File: src/rtl/crack_pkg.sv
// crack_pkg: shared dispatcher state encoding and core-count limit
package crack_pkg;
    typedef enum logic [1:0] {S_IDLE, S_RUN, S_ABORT, S_DONE} disp_state_t;
    localparam int MAX_CORES = 16;
endpackage

File: src/rtl/lowest_set.sv
// lowest_set: one-hot mask and index of the lowest set bit, plus any-set flag
module lowest_set #(
    parameter int N  = 4,
    parameter int IW = (N > 1) ? $clog2(N) : 1
) (
    input  logic [N-1:0]  v,
    output logic [N-1:0]  oh,
    output logic [IW-1:0] idx,
    output logic          any
);
    assign oh  = v & (~v + N'(1));
    assign any = |v;
    always_comb begin
        idx = '0;
        for (int i = N - 1; i >= 0; i--)
            if (v[i]) idx = IW'(i);
    end
endmodule

File: src/rtl/crack_dispatch.sv
// crack_dispatch: hands keys from [key_lo..key_hi] to idle crack cores, one per cycle,
// and latches the first reported match before aborting every core.
module crack_dispatch
    import crack_pkg::*;
#(
    parameter int NUM_CORES = 4,
    parameter int KEY_W     = 24,
    parameter int IDX_W     = (NUM_CORES > 1) ? $clog2(NUM_CORES) : 1
) (
    input  logic                       clk,
    input  logic                       rst_n,
    input  logic                       en,
    input  logic [KEY_W-1:0]           key_lo,
    input  logic [KEY_W-1:0]           key_hi,
    output logic                       rdy,
    output logic                       key_valid,
    output logic [KEY_W-1:0]           key_out,
    output logic [IDX_W-1:0]           winner,
    output logic [KEY_W-1:0]           key_cur,
    input  logic [NUM_CORES-1:0]       core_rdy,
    output logic [NUM_CORES-1:0]       core_en,
    output logic [NUM_CORES*KEY_W-1:0] core_key,
    input  logic [NUM_CORES-1:0]       core_done,
    input  logic [NUM_CORES-1:0]       core_found,
    output logic                       core_abort
);
    disp_state_t          state;
    logic [KEY_W:0]       cnt;
    logic [KEY_W-1:0]     hi;
    logic [NUM_CORES-1:0] busy, avail, hits, idle_oh, unused_hit_oh;
    logic [IDX_W-1:0]     idle_idx, hit_idx;
    logic                 idle_any, hit_any, more, issue_ok;
    logic [KEY_W-1:0]     inflight [NUM_CORES];

    // a core finishing this cycle may take the next key immediately
    assign avail    = core_rdy & (~busy | core_done);
    assign hits     = core_done & core_found & busy;
    assign more     = cnt <= {1'b0, hi};
    assign issue_ok = state == S_RUN && more && idle_any && !hit_any;
    assign core_en  = issue_ok ? idle_oh : '0;
    assign core_key = {NUM_CORES{cnt[KEY_W-1:0]}};
    assign key_cur  = cnt[KEY_W-1:0];
    assign rdy      = state == S_IDLE || state == S_DONE;

    lowest_set #(.N(NUM_CORES), .IW(IDX_W)) u_idle (
        .v(avail), .oh(idle_oh), .idx(idle_idx), .any(idle_any)
    );
    lowest_set #(.N(NUM_CORES), .IW(IDX_W)) u_hit (
        .v(hits), .oh(unused_hit_oh), .idx(hit_idx), .any(hit_any)
    );

    always_ff @(posedge clk or negedge rst_n) begin
        if (!rst_n) begin
            state      <= S_IDLE;
            cnt        <= '0;
            hi         <= '0;
            key_valid  <= 1'b0;
            key_out    <= '0;
            winner     <= '0;
            core_abort <= 1'b0;
        end else begin
            core_abort <= 1'b0;
            case (state)
                S_IDLE, S_DONE: if (en) begin
                    state     <= S_RUN;
                    cnt       <= {1'b0, key_lo};
                    hi        <= key_hi;
                    key_valid <= 1'b0;
                    key_out   <= '0;
                    winner    <= '0;
                end
                S_RUN: if (hit_any) begin
                    state      <= S_ABORT;
                    core_abort <= 1'b1;
                    key_valid  <= 1'b1;
                    key_out    <= inflight[hit_idx];
                    winner     <= hit_idx;
                end else begin
                    if (issue_ok) cnt <= cnt + (KEY_W+1)'(1);
                    if (!more && busy == '0) state <= S_DONE;
                end
                default: state <= S_DONE;
            endcase
        end
    end

    always_ff @(posedge clk or negedge rst_n) begin
        if (!rst_n) begin
            busy <= '0;
            for (int i = 0; i < NUM_CORES; i++) inflight[i] <= '0;
        end else begin
            busy <= (state == S_RUN) ? (busy & ~core_done) | core_en : '0;
            if (issue_ok) inflight[idle_idx] <= cnt[KEY_W-1:0];
        end
    end
endmodule

File: config.mk
export PLATFORM = sky130hd
export DESIGN_NAME = crack_dispatch
export DESIGN_NICKNAME = d
export VERILOG_FILES = /design/src/rtl/crack_pkg.sv /design/src/rtl/lowest_set.sv /design/src/rtl/crack_dispatch.sv
export SDC_FILE = /design/constraint.sdc
export NUM_CORES = 1
export LEC_CHECK = 0
export ABC_AREA = 1
export CAP_MARGIN = 20
export CORE_UTILIZATION = 40
export DETAILED_ROUTE_END_ITERATION = 10
export PLACE_DENSITY_LB_ADDON = 0.05
export RECOVER_POWER = 100
export SLEW_MARGIN = 10
export SYNTH_ARGS = -nofsm -noshare
export SYNTH_HDL_FRONTEND = slang
export SYNTH_SLANG_ARGS = --single-unit
File: constraint.sdc
create_clock -name clk -period 5 [get_ports clk]
set_input_delay 1.25 -clock clk [delete_from_list [all_inputs] [get_ports clk]]
set_output_delay 1.25 -clock clk [all_outputs]
set_load 0.02 [all_outputs]
==> report_table.html <==
<table>
<tr><th>Metric</th><th>Value</th></tr>
<tr><th colspan="2">Status</th></tr>
<tr><td>Status</td><td>finished, violations left</td></tr>
<tr><td>Violations in the final reports</td><td>capacitance limit, slew limit</td></tr>
<tr><th colspan="2">Global routing</th></tr>
<tr><td>Congestion Overflow GR</td><td>0</td></tr>
<tr><td>Global-route wire length before repair</td><td>approximately 43000 um</td></tr>
<tr><td>Combined global-route utilization of all metal layers</td><td>0.2164</td></tr>
<tr><td>Antenna violations before repair</td><td>0</td></tr>
<tr><td>Largest net degree at the start of global routing</td><td>97</td></tr>
<tr><td>Via count of the first global-routing pass</td><td>8011</td></tr>
<tr><th colspan="2">Drt</th></tr>
<tr><td>Overall via count from detail_route</td><td>8231</td></tr>
<tr><td>First-pass iteration count of the detailed router</td><td>5</td></tr>
<tr><td>Final ANT Viol Nets</td><td>0</td></tr>
<tr><td>Routed wire length per instance</td><td>15.87 um</td></tr>
<tr><td>First DRT Iteration DRCs</td><td>474</td></tr>
<tr><td>DRC viols</td><td>0</td></tr>
<tr><td>Vias per cell</td><td>4.865</td></tr>
<tr><td>Total wirelength of the detailed-routed design</td><td>26860 um</td></tr>
<tr><th colspan="2">Timing</th></tr>
<tr><td>Minimum period implied by the final worst setup slack</td><td>4.790 ns</td></tr>
<tr><td>Worst-case hold slack</td><td>0.4781 ns</td></tr>
<tr><td>Final hold violation count</td><td>0</td></tr>
<tr><td>Setup repair after global routing missed its margin</td><td>false</td></tr>
<tr><td>Maximum clock skew at final layout</td><td>0.01329 ns</td></tr>
<tr><td>Max-slew violations</td><td>296</td></tr>
<tr><td>Max-slew headroom at the worst pin</td><td>-0.6579</td></tr>
<tr><td>Final critical-path share of the clock period</td><td>0.9580</td></tr>
<tr><td>Final setup violation count</td><td>0</td></tr>
<tr><td>Slew at the pin closest to its max-slew limit</td><td>about 2.5 ns</td></tr>
<tr><td>Final Worst Setup Slack</td><td>0.2098 ns</td></tr>
<tr><td>Fin Setup TNS</td><td>0 ns</td></tr>
<tr><td>Highest attainable clock frequency</td><td>208.8 MHz</td></tr>
<tr><th colspan="2">Clock network</th></tr>
<tr><td>Buffer levels on the longest clock path</td><td>2</td></tr>
<tr><td>Clock H-tree levels</td><td>4</td></tr>
<tr><td>Root buffer cell</td><td>sky130_fd_sc_hd__clkbuf_16</td></tr>
<tr><td>Clock transition at the register clock pins on the worst setup and hold paths after CTS</td><td>~0.080 ns</td></tr>
<tr><td>CTS Buf Count</td><td>17</td></tr>
<tr><td>Number of buffers inserted for hold repair after clock tree synthesis</td><td>0</td></tr>
<tr><td>CTS tree</td><td>yes</td></tr>
<tr><td>Clock sink count</td><td>179</td></tr>
<tr><td>Source-to-sink clock delay at the later pin of the worst-skew pair</td><td>~0.43 ns</td></tr>
<tr><th colspan="2">Yosys</th></tr>
<tr><td>Proportion of register bits with asynchronous set or reset after synthesis</td><td>1.000</td></tr>
<tr><td>Area of the mapped netlist</td><td>roughly 0.010 sq mm</td></tr>
<tr><td>Distinct cell type count of the synthesized netlist</td><td>34</td></tr>
<tr><td>Leading cell type by number of instances after synthesis</td><td>sky130_fd_sc_hd__nand2_1</td></tr>
<tr><td>Top flip-flop cell by instance count after synthesis</td><td>sky130_fd_sc_hd__dfrtp_1</td></tr>
<tr><td>Gate count of the mapped netlist</td><td>1274</td></tr>
<tr><td>Sequential element share of the synthesized area</td><td>0.4501</td></tr>
<tr><td>Average size of a mapped cell</td><td>7.811 sq um</td></tr>
<tr><td>Area contributors post-synth</td><td>sky130_fd_sc_hd__dfrtp_1 (45%), sky130_fd_sc_hd__nand2_1 (16%), sky130_fd_sc_hd__buf_4 (9.4%), sky130_fd_sc_hd__o21ai_0 (5.4%), sky130_fd_sc_hd__ha_1 (3.4%)</td></tr>
<tr><td>Total number of yosys warnings</td><td>0</td></tr>
<tr><td>Post-Synthesis Net Count</td><td>1364</td></tr>
<tr><td>Register bit total from synthesis</td><td>179</td></tr>
<tr><td>Number of enable-type register cells in the synthesized netlist</td><td>0</td></tr>
<tr><td>Area fraction of the dominant cell type after synthesis</td><td>0.4501</td></tr>
<tr><td>Cell taking the most area after synthesis</td><td>sky130_fd_sc_hd__dfrtp_1</td></tr>
<tr><td>Most instantiated cells after synthesis</td><td>sky130_fd_sc_hd__nand2_1 (427), sky130_fd_sc_hd__dfrtp_1 (179), sky130_fd_sc_hd__buf_4 (124), sky130_fd_sc_hd__o21ai_0 (108), sky130_fd_sc_hd__inv_1 (76)</td></tr>
<tr><th colspan="2">Power</th></tr>
<tr><td>Maximum resistive drop on vdd</td><td>~270 uV</td></tr>
<tr><td>Net switching component of the power</td><td>3.663 mW</td></tr>
<tr><td>P per Cell Area</td><td>662.2 mW/mm^2</td></tr>
<tr><td>Net switching share of the total power</td><td>0.4584</td></tr>
<tr><td>Internal portion of total power</td><td>approximately 4.3 mW</td></tr>
<tr><td>Leakage</td><td>5.936 nW</td></tr>
<tr><td>Comb power frac</td><td>0.507</td></tr>
<tr><td>Portion of total power attributed to sequential cells</td><td>0.318</td></tr>
<tr><td>Proportion of power drawn by the clock network</td><td>0.175</td></tr>
<tr><th colspan="2">Floorplan</th></tr>
<tr><td>Number of top-level pins</td><td>216</td></tr>
<tr><td>Die height</td><td>~160 um</td></tr>
<tr><td>Die X</td><td>159.7 um</td></tr>
<tr><td>Starting density of the core</td><td>0.4080</td></tr>
<tr><td>Die outline area</td><td>0.02551 sq mm</td></tr>
<tr><td>Number of core rows</td><td>57</td></tr>
<tr><td>Std-Cell Core Area</td><td>0.02439 sq mm</td></tr>
<tr><th colspan="2">Setup path</th></tr>
<tr><td>Worst flop-to-flop path endpoint</td><td>cnt[6]</td></tr>
<tr><td>Endpoint type of the worst setup path</td><td>output pin</td></tr>
<tr><td>Largest driver fanout on the critical path</td><td>5</td></tr>
<tr><td>Cells on worst reg2reg path</td><td>10</td></tr>
<tr><td>Data arrival time of the worst path</td><td>3.54 ns</td></tr>
<tr><td>Startpoint Class</td><td>input port</td></tr>
<tr><td>Startpoint of the most critical register-to-register path</td><td>cnt[0]</td></tr>
<tr><td>Type of the setup path with the least slack</td><td>input port to output pin</td></tr>
<tr><td>Worst endpoint required time</td><td>3.75 ns</td></tr>
<tr><td>Worst-case register-to-register setup slack</td><td>0.83 ns</td></tr>
<tr><th colspan="2">Hold path</th></tr>
<tr><td>Worst Hold Endpoint</td><td>key_valid</td></tr>
<tr><td>Min-delay worst type</td><td>register to register</td></tr>
<tr><td>Launch point of the worst hold path</td><td>key_valid</td></tr>
<tr><td>Hold Path Stages</td><td>2</td></tr>
<tr><th colspan="2">Placement</th></tr>
<tr><td>Routability congestion estimate from global placement</td><td>roughly 0.90</td></tr>
<tr><td>Port bufs</td><td>215</td></tr>
<tr><td>Worst setup timing slack at the placement stage</td><td>0.1122 ns</td></tr>
<tr><td>Placed wire-length estimate</td><td>approximately 18000 um</td></tr>
<tr><th colspan="2">Cells and area</th></tr>
<tr><td>Nets@finish</td><td>roughly 1400</td></tr>
<tr><td># diodes</td><td>0</td></tr>
<tr><td>Growth of design area from synthesis to finish</td><td>21.27%</td></tr>
<tr><td>Fraction of final layout cells with drive strength greater than 1</td><td>0.04167</td></tr>
<tr><th colspan="2">Flow run</th></tr>
<tr><td>Number of violations of the max-capacitance limit</td><td>5</td></tr>
</table>
==> critical path, stage by stage <==
cell                              delay [ns]
sky130_fd_sc_hd__clkdlybuf4s50_1        0.42
sky130_fd_sc_hd__nand3_1                0.20
sky130_fd_sc_hd__nand2_1                0.10
sky130_fd_sc_hd__nor2_2                 0.15
sky130_fd_sc_hd__nand2_2                0.13
sky130_fd_sc_hd__a41oi_4                0.24
sky130_fd_sc_hd__nand2_1                0.08
sky130_fd_sc_hd__nor3_1                 0.17
sky130_fd_sc_hd__buf_4                  0.15
sky130_fd_sc_hd__dlygate4sd3_1          0.66
==> worst max-delay path by stage <==
stage / startpoint / endpoint / slack, ns / cells past startpoint
floorplan: core_done[2] / core_en[2] / 1.26 / 7
global placement: core_done[1] / core_en[2] / 0.15 / 10
detailed placement: core_done[1] / core_en[2] / 0.11 / 10
CTS: core_done[1] / core_en[2] / 0.10 / 10
global route: core_done[1] / core_en[2] / 0.05 / 10
finish: core_done[1] / core_en[2] / 0.21 / 10
==> cell usage in the layout, fill, tap and decap left out, types with 16 or more instances in the layout <==
cell	Yosys	layout
sky130_fd_sc_hd__nand2_1	427	428
sky130_fd_sc_hd__dfrtp_1	179	179
sky130_fd_sc_hd__dlygate4sd3_1	0	154
sky130_fd_sc_hd__o21ai_0	108	130
sky130_fd_sc_hd__inv_1	76	76
sky130_fd_sc_hd__nor2_1	59	60
sky130_fd_sc_hd__clkdlybuf4s50_1	0	60
sky130_fd_sc_hd__a21oi_1	59	59
sky130_fd_sc_hd__nand3_1	50	53
sky130_fd_sc_hd__ha_1	27	27
sky130_fd_sc_hd__nand3b_1	24	24
sky130_fd_sc_hd__clkbuf_16	0	17
sky130_fd_sc_hd__nor3_1	16	16
sky130_fd_sc_hd__xor2_1	16	16
==> cells by family (layout without fill, tap and decap cells) <==
logic type,count (synthesis),in the layout,synth area share
fa+ha+maj,27,27,0.03395
xor+xnor,17,17,0.01496
buf+inv,255,349,0.1440
simple gates,595,595,0.2488
flops,179,179,0.4501
mux,1,1,0.001132
compound gates,200,200,0.1070
==> cell type report <==
type / count / area (sq um)
Clock buffer: 17 / 425.4
Multi-Input combinational cell: 840 / 3988
Fill cell: 2544 / 12320
Sequential cell: 179 / 4479
Inverter: 78 / 292.8
Timing Repair Buffer: 239 / 2291
Tap cell: 324 / 405.4
Clock inverter: 15 / 186.4
==> repair_timing <==
action | in CTS | in global routing
endpoints found under the setup margin | 0 | 1
resized for setup | 0 | 0
buffers inserted | 0 | 4
==> power groups by stage <==
stage / Sequential [mW] / Combinational, mW / Clock (mW)
after floorplan: 2.54 / 3.10 / 0
after global placement: 2.58 / 4.30 / 0
after detailed placement: 2.59 / 4.33 / 0
after CTS: 2.57 / 4.35 / 1.43
after global routing: 2.64 / 4.50 / 1.48
final: 2.54 / 4.05 / 1.40
==> registers in the layout, summed over array words and instances, names as in the netlist <==
signal      count
busy            4
cnt            25
core_abort      1
hi             24
inflight       96
key_out        24
key_valid       1
state           2
winner          2
==> per-stage QoR <==
stage / instances / utilization / total power, mW / area, sq um
after floorplan: 1274 / - / 5.640 / 9951
after CTS: 1688 / 0.4977 / 8.343 / 12140
after detailed placement: 1656 / 0.4727 / 6.917 / 11530
after global placement: 1656 / 0.4727 / 6.877 / 11530
after global routing: 1692 / 0.4948 / 8.622 / 12070
final: 1692 / 0.4948 / 7.991 / 12070
==> metal layers <==
| metal | up-vias | routed length, um | track usage |
|---|---|---|---|
| met5 | - | 0 | 0 |
| met4 | 0 | 414 | 0.06512 |
| met3 | 32 | 960 | 0.02909 |
| met2 | 186 | 13210 | 0.3718 |
| met1 | 3889 | 12280 | 0.2832 |
| li1 | 4124 | - | - |
(Power assumes the default switching activity.)
